[src/rtl/joypad_input_conditioner.sv]
// joypad_input_conditioner: per-channel synchroniser + counter debouncer producing clean levels,
// one-cycle press/release pulses and a valid/ready event stream (channel + direction) for the joypad logic.
// Ports:
//   clk_i, rst_ni        clock, asynchronous active-low reset
//   raw_in_i             unsynchronised pin levels (inverted first when ACTIVE_LOW_IN)
//   level_o              debounced level, 1 = pressed
//   press_o, rel_pulse_o one-cycle pulses on accepted 0->1 / 1->0
//   ev_valid_o/ev_ready_i/ev_chan_o/ev_dir_o  event stream, dir 1 = press
//   overflow_o, ov_clear_i  sticky lost-event flag and its clear
// Optional feature: define AUTO_REPEAT_EN to add per-channel auto-repeat presses.
module joypad_input_conditioner #(
  parameter int N_CH            = 8,
  parameter int SYNC_STAGES     = 2,
  parameter int DEBOUNCE_CYCLES = 250000,
  parameter bit ACTIVE_LOW_IN   = 1'b0,
  parameter int REPEAT_DELAY    = 25000000,
  parameter int REPEAT_PERIOD   = 5000000
) (
  input  logic                                   clk_i,
  input  logic                                   rst_ni,
  input  logic [N_CH-1:0]                        raw_in_i,
  output logic [N_CH-1:0]                        level_o,
  output logic [N_CH-1:0]                        press_o,
  output logic [N_CH-1:0]                        rel_pulse_o,
  output logic                                   ev_valid_o,
  input  logic                                   ev_ready_i,
  output logic [$clog2(N_CH > 1 ? N_CH : 2)-1:0] ev_chan_o,
  output logic                                   ev_dir_o,
  output logic                                   overflow_o,
  input  logic                                   ov_clear_i
);
  localparam int CHW = $clog2(N_CH > 1 ? N_CH : 2);
  localparam int CW  = $clog2(DEBOUNCE_CYCLES);
  localparam logic [CW-1:0] CNT_LAST = CW'(DEBOUNCE_CYCLES - 1);

  if (N_CH < 1 || N_CH > 32 || SYNC_STAGES < 2 || DEBOUNCE_CYCLES < 2 ||
      REPEAT_DELAY < 1 || REPEAT_PERIOD < 1) begin : g_bad_params
    $error("joypad_input_conditioner: parameter out of range");
  end

  logic [SYNC_STAGES-1:0][N_CH-1:0] sync_q, sync_d;
  logic [N_CH-1:0]                  s;
  logic [N_CH-1:0][CW-1:0]          cnt_q, cnt_d;
  logic [N_CH-1:0]                  lvl_q, lvl_d, rise, fall, rep, set_p;
  logic [N_CH-1:0]                  press_q, rel_q;
  logic [N_CH-1:0]                  pend_p_q, pend_p_d, pend_r_q, pend_r_d, pend, clr_p, clr_r;
  logic                             ev_valid_q, ev_valid_d, ev_dir_q, ev_dir_d, ov_q, ov_d;
  logic [CHW-1:0]                   ev_chan_q, ev_chan_d, sel;
  logic                             found, sel_dir, load, ovf;

  assign sync_d = {sync_q[SYNC_STAGES-2:0], raw_in_i ^ {N_CH{ACTIVE_LOW_IN}}};
  assign s      = sync_q[SYNC_STAGES-1];

  // Counter runs only while the synchronised input disagrees with the accepted level;
  // any agreement (a glitch back) restarts it from zero.
  for (genvar c = 0; c < N_CH; c++) begin : g_db
    assign cnt_d[c] = (s[c] != lvl_q[c] && cnt_q[c] != CNT_LAST) ? cnt_q[c] + 1'b1 : '0;
    assign lvl_d[c] = (s[c] != lvl_q[c] && cnt_q[c] == CNT_LAST) ? s[c] : lvl_q[c];
  end

  assign rise = lvl_d & ~lvl_q;
  assign fall = ~lvl_d & lvl_q;

`ifdef AUTO_REPEAT_EN
  localparam int RMAX = REPEAT_DELAY > REPEAT_PERIOD ? REPEAT_DELAY : REPEAT_PERIOD;
  localparam int RW   = $clog2(RMAX) > 0 ? $clog2(RMAX) : 1;
  logic [N_CH-1:0][RW-1:0] rcnt_q, rcnt_d;
  logic [N_CH-1:0]         rph_q, rph_d, rhit;
  // rph selects the target: initial delay first, then the repeat period.
  for (genvar c = 0; c < N_CH; c++) begin : g_rep
    assign rhit[c]   = rcnt_q[c] == (rph_q[c] ? RW'(REPEAT_PERIOD - 1) : RW'(REPEAT_DELAY - 1));
    assign rep[c]    = lvl_q[c] & lvl_d[c] & rhit[c];
    assign rcnt_d[c] = (!lvl_q[c] || rhit[c]) ? '0 : rcnt_q[c] + 1'b1;
    assign rph_d[c]  = lvl_q[c] & (rph_q[c] | rhit[c]);
  end
  always_ff @(posedge clk_i or negedge rst_ni)
    if (!rst_ni) begin
      rcnt_q <= '0;
      rph_q  <= '0;
    end else begin
      rcnt_q <= rcnt_d;
      rph_q  <= rph_d;
    end
`else
  assign rep = '0;
`endif

  assign set_p = rise | rep;
  assign pend  = pend_p_q | pend_r_q;

  always_comb begin
    found = 1'b0;
    sel   = '0;
    for (int i = N_CH - 1; i >= 0; i--)
      if (pend[i]) begin
        found = 1'b1;
        sel   = CHW'(i);
      end
  end

  // With both directions pending, a currently released channel must have been pressed first.
  assign sel_dir    = (pend_p_q[sel] & pend_r_q[sel]) ? ~lvl_q[sel] : pend_p_q[sel];
  assign load       = ~ev_valid_q | ev_ready_i;
  assign clr_p      = (load & found & sel_dir) ? N_CH'(1) << sel : '0;
  assign clr_r      = (load & found & ~sel_dir) ? N_CH'(1) << sel : '0;
  assign pend_p_d   = (pend_p_q & ~clr_p) | set_p;
  assign pend_r_d   = (pend_r_q & ~clr_r) | fall;
  assign ovf        = |((set_p & pend_p_q & ~clr_p) | (fall & pend_r_q & ~clr_r));
  assign ov_d       = ovf | (ov_q & ~ov_clear_i);
  assign ev_valid_d = load ? found : ev_valid_q;
  assign ev_chan_d  = (load & found) ? sel : ev_chan_q;
  assign ev_dir_d   = (load & found) ? sel_dir : ev_dir_q;

  always_ff @(posedge clk_i or negedge rst_ni)
    if (!rst_ni) begin
      sync_q     <= '0;
      cnt_q      <= '0;
      lvl_q      <= '0;
      press_q    <= '0;
      rel_q      <= '0;
      pend_p_q   <= '0;
      pend_r_q   <= '0;
      ev_valid_q <= 1'b0;
      ev_chan_q  <= '0;
      ev_dir_q   <= 1'b0;
      ov_q       <= 1'b0;
    end else begin
      sync_q     <= sync_d;
      cnt_q      <= cnt_d;
      lvl_q      <= lvl_d;
      press_q    <= set_p;
      rel_q      <= fall;
      pend_p_q   <= pend_p_d;
      pend_r_q   <= pend_r_d;
      ev_valid_q <= ev_valid_d;
      ev_chan_q  <= ev_chan_d;
      ev_dir_q   <= ev_dir_d;
      ov_q       <= ov_d;
    end

  assign level_o     = lvl_q;
  assign press_o     = press_q;
  assign rel_pulse_o = rel_q;
  assign ev_valid_o  = ev_valid_q;
  assign ev_chan_o   = ev_chan_q;
  assign ev_dir_o    = ev_dir_q;
  assign overflow_o  = ov_q;
endmodule

[config.mk]
export PLATFORM = sky130hd
export DESIGN_NAME = joypad_input_conditioner
export DESIGN_NICKNAME = d
export VERILOG_FILES = /design/src/rtl/joypad_input_conditioner.sv
export SDC_FILE = /design/constraint.sdc
export NUM_CORES = 1
export LEC_CHECK = 0
export BUFFER_PORTS_ARGS = -buffer_cell sky130_fd_sc_hd__clkbuf_2
export CORE_AREA = 2 2 133 135
export CTS_BUF_LIST = sky130_fd_sc_hd__clkbuf_8 sky130_fd_sc_hd__clkbuf_16
export DETAILED_ROUTE_END_ITERATION = 12
export DIE_AREA = 0 0 135 137
export PLACE_DENSITY = 0.77
export REMOVE_ABC_BUFFERS = 1
export SLEW_MARGIN = 15
export SYNTH_ARGS = -nofsm -noshare
export SYNTH_HDL_FRONTEND = slang
export SYNTH_SLANG_ARGS = --single-unit
[constraint.sdc]
create_clock -name clk_i -period 3.7 [get_ports clk_i]
set_input_delay 0.185 -clock clk_i [delete_from_list [all_inputs] [get_ports clk_i]]
set_output_delay 0.185 -clock clk_i [all_outputs]
set_load 0.005 [all_outputs]
Word-level counts from Yosys, hierarchy flattened
Index checks and enable logic that the tools add are counted.
- memory bits (writable): 0
- bits in latches: 0
- memories kept: 0
- bits in read-only memories: 0
- bits in registers: 206
- $add $sub $neg: 8
- reduce and logical (&&, ||, !) cells: 17
- muxes and demuxes: 41
- multiply operators: 0
- shift operators: 1
- div/mod/pow operators: 0
- bitwise operators: 27
- $lt $le $gt $ge: 1
- eq/ne operators: 24
- operators with widths (cell ; number):
    $add A18 B1 Y18 const B ; 8
    $eq A18 B18 Y1 const B ; 8
    $mux W18 ; 8
    $ne A18 B18 Y1 const B ; 8
    $and A8 B8 Y8 ; 8
    $not A8 Y8 ; 4
    $or A8 B8 Y8 ; 4
    $mux W3 ; 8
    $mux W1 ; 20
    $logic_and A1 B1 Y1 ; 16
    $mux W8 ; 2
    $bmux W1 S3 ; 3
    $ne A1 B1 Y1 ; 8
    $reduce_or A8 Y1 ; 1
    $shl A1 B3 Y8 const A ; 1
    $and A1 B1 Y1 ; 5
    $lt A3 B4 Y1 const B ; 1
    $not A1 Y1 ; 4
    $or A1 B1 Y1 ; 2

Longest topological paths before layout
- word-level depth: 21
- gate-level depth with buffers: 11

Worst setup path after synthesis
Ideal clock, no wire load.
- kind: reg-to-reg
- from: register pend_p_q[0]
- to: register pend_p_q[0]
- setup slack: 957 ps
- path buffers: 2
- cell stages (with the launch flop): 10
- data arrival time: 2625 ps
- required time: 3582 ps
- period minus slack after synthesis: 2743 ps
- cell sequence: dfrtp_1 > buf_6 > or4_4 > buf_6 > o31ai_4 > mux2i_1 > o31ai_4 > o21bai_2 > or3_1 > a21o_1
- longest elaborated chain between the ends: 11
- elaborated cells between the ends (all ways): 19
- RTL lines (item ; line ; RTL):
    start: declaration ; 46 ; logic [N_CH-1:0] pend_p_q, pend_p_d, pend_r_q, pend_r_d, pend, clr_p, clr_r;
    start signal: assignment ; 133 ; pend_p_q <= pend_p_d;
    $or A8 B8 Y8 ; 89 ; assign pend = pend_p_q | pend_r_q;
    $mux W3 ; 95 ; if (pend[i]) begin
    $bmux W1 S3 ; 102 ; assign sel_dir = (pend_p_q[sel] & pend_r_q[sel]) ? ~lvl_q[sel] : pend_p_q[sel];
    $mux W1 (implied by the code) ; 102 ;
    $and A1 B1 Y1 or $not A1 Y1 (tied branches) ; 102 ;
    $mux W1 ; 102 ;
    $and A1 B1 Y1 ; 104 ; assign clr_p = (load & found & sel_dir) ? N_CH'(1) << sel : '0;
    $mux W8 ; 104 ;
    $not A8 Y8 ; 106 ; assign pend_p_d = (pend_p_q & ~clr_p) | set_p;
    $and A8 B8 Y8 (*) ; 106 ;
    $or A8 B8 Y8 (*) ; 106 ;
    net pend_p_d[0] ; 46 ;
Mark *: on every way through the listed nets, which the timed path passes. The rest lies on a longest branch. The select of a mux whose other input is x is not followed.
A chain may end at the register's enable or synchronous reset.

Worst setup path in the final report
- from: register pend_p_q[0]
- to: register ov_q, in the netlist overflow_o
- longest elaborated chain between the ends: 14
- elaborated cells between the ends (all ways): 27
- RTL lines (item ; line ; RTL):
    $or A8 B8 Y8 ; 89 ;
    $mux W3 ; 95 ;
    $bmux W1 S3 ; 102 ;
    $mux W1 (implied by the code) ; 102 ;
    $and A1 B1 Y1 or $not A1 Y1 (tied branches) ; 102 ;
    $mux W1 ; 102 ;
    $not A1 Y1 ; 105 ; assign clr_r = (load & found & ~sel_dir) ? N_CH'(1) << sel : '0;
    $and A1 B1 Y1 ; 105 ;
    $mux W8 ; 105 ;
    $not A8 Y8 ; 108 ; assign ovf = |((set_p & pend_p_q & ~clr_p) | (fall & pend_r_q & ~clr_r));
    $and A8 B8 Y8 ; 108 ;
    $or A8 B8 Y8 (*) ; 108 ;
    $reduce_or A8 Y1 (*) ; 108 ;
    $or A1 B1 Y1 (*) ; 109 ; assign ov_d = ovf | (ov_q & ~ov_clear_i);
    net ov_d ; 47 ; logic ev_valid_q, ev_valid_d, ev_dir_q, ev_dir_d, ov_q, ov_d;
    end signal: assignment ; 138 ; ov_q <= ov_d;
    end: declaration ; 47 ;
Marks and branches as above.

==> impl_metrics.env <==
export IMPL_nNetsFinal=1049
export IMPL_fin_crit_ns=3.20
export IMPL_overflow=0
export IMPL_max_cap_viol_count=0
export IMPL_multi_input_area_um2=4390
export IMPL_final_antenna_net_count=0
export IMPL_cp_data_arrival_time_ns=3.58
export IMPL_crit_family="simple AND/OR/NAND/NOR gates"
export IMPL_startpoint_type="flip-flop"
export IMPL_cts_sinks=206
export IMPL_dr_first_iter_drc_count=473
export IMPL_critPathKind="flip-flop to flip-flop"
export IMPL_clk_latency_ns=0.50
export IMPL_ys_async_sr_fraction=1.00
export IMPL_slew_headroom=0.426
export IMPL_drv_slew=0
export IMPL_clock_path_buffers=3
export IMPL_hpwl_mm=13.6
export IMPL_post_cts_buffers=0
export IMPL_setup_tns_ns=0
export IMPL_seqCellArea_um2=5150
export IMPL_synth_edf_count=0
export IMPL_firstDrtPassIters=5
export IMPL_die_h_um=137
export IMPL_timing_final_crit_share=0.866
export IMPL_setup_viol=0
export IMPL_final_util=0.642
export IMPL_path_max_fanout=10
export IMPL_io_pins=42
export IMPL_max_slew_worst_pin_slew_ns=0.861
export IMPL_grt_pass1_wl_mm=33.8
export IMPL_grt_pass1_vias=6885
export IMPL_wl_mm=20.2
export IMPL_rows=48
export IMPL_synth_cell_area_um2=9670
export IMPL_ys_ff_latch=206
export IMPL_critPathSlowestCell="or4_4"
export IMPL_postSynthAreaPerCell_um2=10.0
export IMPL_portBuffers=41
export IMPL_irDropWorstVdd_v=0.000453
export IMPL_drt_vias_per_instance=5.63
export IMPL_vias=7142
export IMPL_rsz0062_at_grt="false"
export IMPL_gp_congestion=0.883
export IMPL_path_buf_inv=0
export IMPL_clock_skew_ns=0.00875
export IMPL_path_cells="or4_4 > o31ai_4 > nand2_1 > o311ai_1 > nand3_1 > or3_1 > a211oi_1 > nand3_1"
export IMPL_hp_class="primary input to flip-flop"
export IMPL_final_cell_mix="206 x dfrtp_1, 190 x nor2_1, 75 x nand2_1"
export IMPL_fmax_mhz=312
export IMPL_syn_inst=967
export IMPL_grt_use_total=0.225
export IMPL_core_um2=17100
export IMPL_dieArea_um2=18500
export IMPL_die_w_um=135
export IMPL_start_util=0.567
export IMPL_root_buffer="clkbuf_16"
export IMPL_ys_flop_type="dfrtp_1"
export IMPL_fillers=1417
export IMPL_num_antenna_cells=0
export IMPL_final_common_cell="dfrtp_1"
export IMPL_critPathRequiredTime_ns=4.07
export IMPL_outcome="completed"
export IMPL_syn_to_final_growth_pct=13.2
export IMPL_cts_made_buffers=22
export IMPL_htree_num_levels=1
export IMPL_crit_top_cell="nand3_1"
export IMPL_worstSetupEndpointType="flip-flop"
export IMPL_drcViolationCount=0
export IMPL_yosysWarningCount=0
export IMPL_cts_resized_gates=0
export IMPL_wl_per_cell_um=15.9
export IMPL_path_clk_slew_ns=0.06
export IMPL_powerDensity_nw_per_um2=536
export IMPL_p_leak_uw=0.00500
export IMPL_cpPeakStageDelay_ns=0.65
export IMPL_antenna_found_initial=0
export IMPL_drive_gt1_frac=0.103
export IMPL_grt_start_max_net_pins=110
export IMPL_synth_cell_type_count=61
export IMPL_cts_tree="done"
export IMPL_hold_violations=0
export IMPL_postCtsHoldBufs=9
export IMPL_yosysSeqAreaShare=0.533
[worst reg2reg max path, delay by kind of cell (launching register included)]
kind	cells	cell delay (ns)
AND/OR/NAND/NOR	5	1.49
flip-flops	1	0.49
AO/OA/AOI/OAI	3	1.10
[cell families (layout without fill, tap and decap cells)]
kind of cell / Yosys count / after routing / synth area share
AOI/OAI and AO/OA: 78 / 78 / 0.0585
DFF: 206 / 206 / 0.533
adders and majority gates: 8 / 8 / 0.0104
buffers and inverters: 28 / 104 / 0.0124
and+or+nand+nor: 512 / 512 / 0.261
muxes: 9 / 9 / 0.0102
xor gates and xnor gates: 126 / 126 / 0.114
[flip-flops by register name (all words and copies together) (netlist names), 8 cells and up]
signal       cells
cnt_q          144
level_o          8
pend_p_q         8
pend_r_q         8
press_o          8
rel_pulse_o      8
s                8
sync_d           8
[cell type report]
type / instances / share of cell area
Inverter: 10 / 0.00343
Clock buffer: 25 / 0.0551
Timing Repair Buffer: 56 / 0.0330
Tap cell: 225 / 0.0257
Multi-Input combinational cell: 733 / 0.401
Clock inverter: 13 / 0.0105
Sequential cell: 206 / 0.471
[final timing paths]
kind                       slack [ns]   startpoint  cells past startpoint          to
max in group asynchronous        2.47       rst_ni                      3    cnt_q[0]
hold / removal                   0.31   ov_clear_i                      7  overflow_o
hold reg to reg                  0.35   sync_d[12]                      0        s[4]
min in group asynchronous        0.35       rst_ni                      2   cnt_q[57]
setup / recovery                 0.50  pend_p_q[0]                      8  overflow_o
setup reg to reg                 0.50  pend_p_q[0]                      8  overflow_o
[synthesized netlist by cell type, types with 3 or more instances]
master	n	area [um2]
clkbuf_1	16	60.1
or4_1	6	45.0
nor2b_1	13	81.3
or4b_2	3	30.0
a32oi_1	4	35.0
o21bai_1	4	30.0
and2_1	10	62.6
o211ai_1	3	22.5
ha_1	8	100
or2_2	4	25.0
dfrtp_1	206	5150
xor2_1	61	534
nor3b_1	5	37.5
o21ai_0	23	115
a21o_1	4	30.0
and3_1	50	313
a21oi_1	11	55.1
nor4b_1	9	78.8
nand2_1	75	282
xnor2_1	65	569
nor2_1	190	713
mux2_2	7	78.8
nor3_1	11	55.1
inv_1	10	37.5
nand4_1	26	163
nand2b_1	17	106
nor4_1	12	75.1
and4_1	4	35.0
or3_1	6	37.5
nand3_1	63	315
[stage by stage]
stage	cell area [um2]	power, uW	setup slack [ns]	hold slack [ns]	instances
3_3_place_gp	10100	3710	0.587	0.293	1221
6_report	10900	5870	0.497	0.311	1268
3_5_place_dp	10100	3690	0.542	0.295	1221
5_1_grt	10900	6150	0.290	0.328	1268
2_1_floorplan	9580	3300	1.03	-0.111	949
4_1_cts	10900	5910	0.520	0.300	1268
[where the power goes]
| part | switching (uW) | internal [uW] |
|---|---|---|
| Clock | 889 | 1300 |
| Sequential | 99.5 | 2340 |
| Combinational | 813 | 421 |
[metal layers]
layer	up-vias	GRT usage	wire [um]
li1	3461	-	-
met1	3486	0.315	9110
met2	152	0.366	9700
met3	43	0.0307	789
met4	0	0.0735	567
met5	-	0	0
Power figures use the tool's default switching activity.
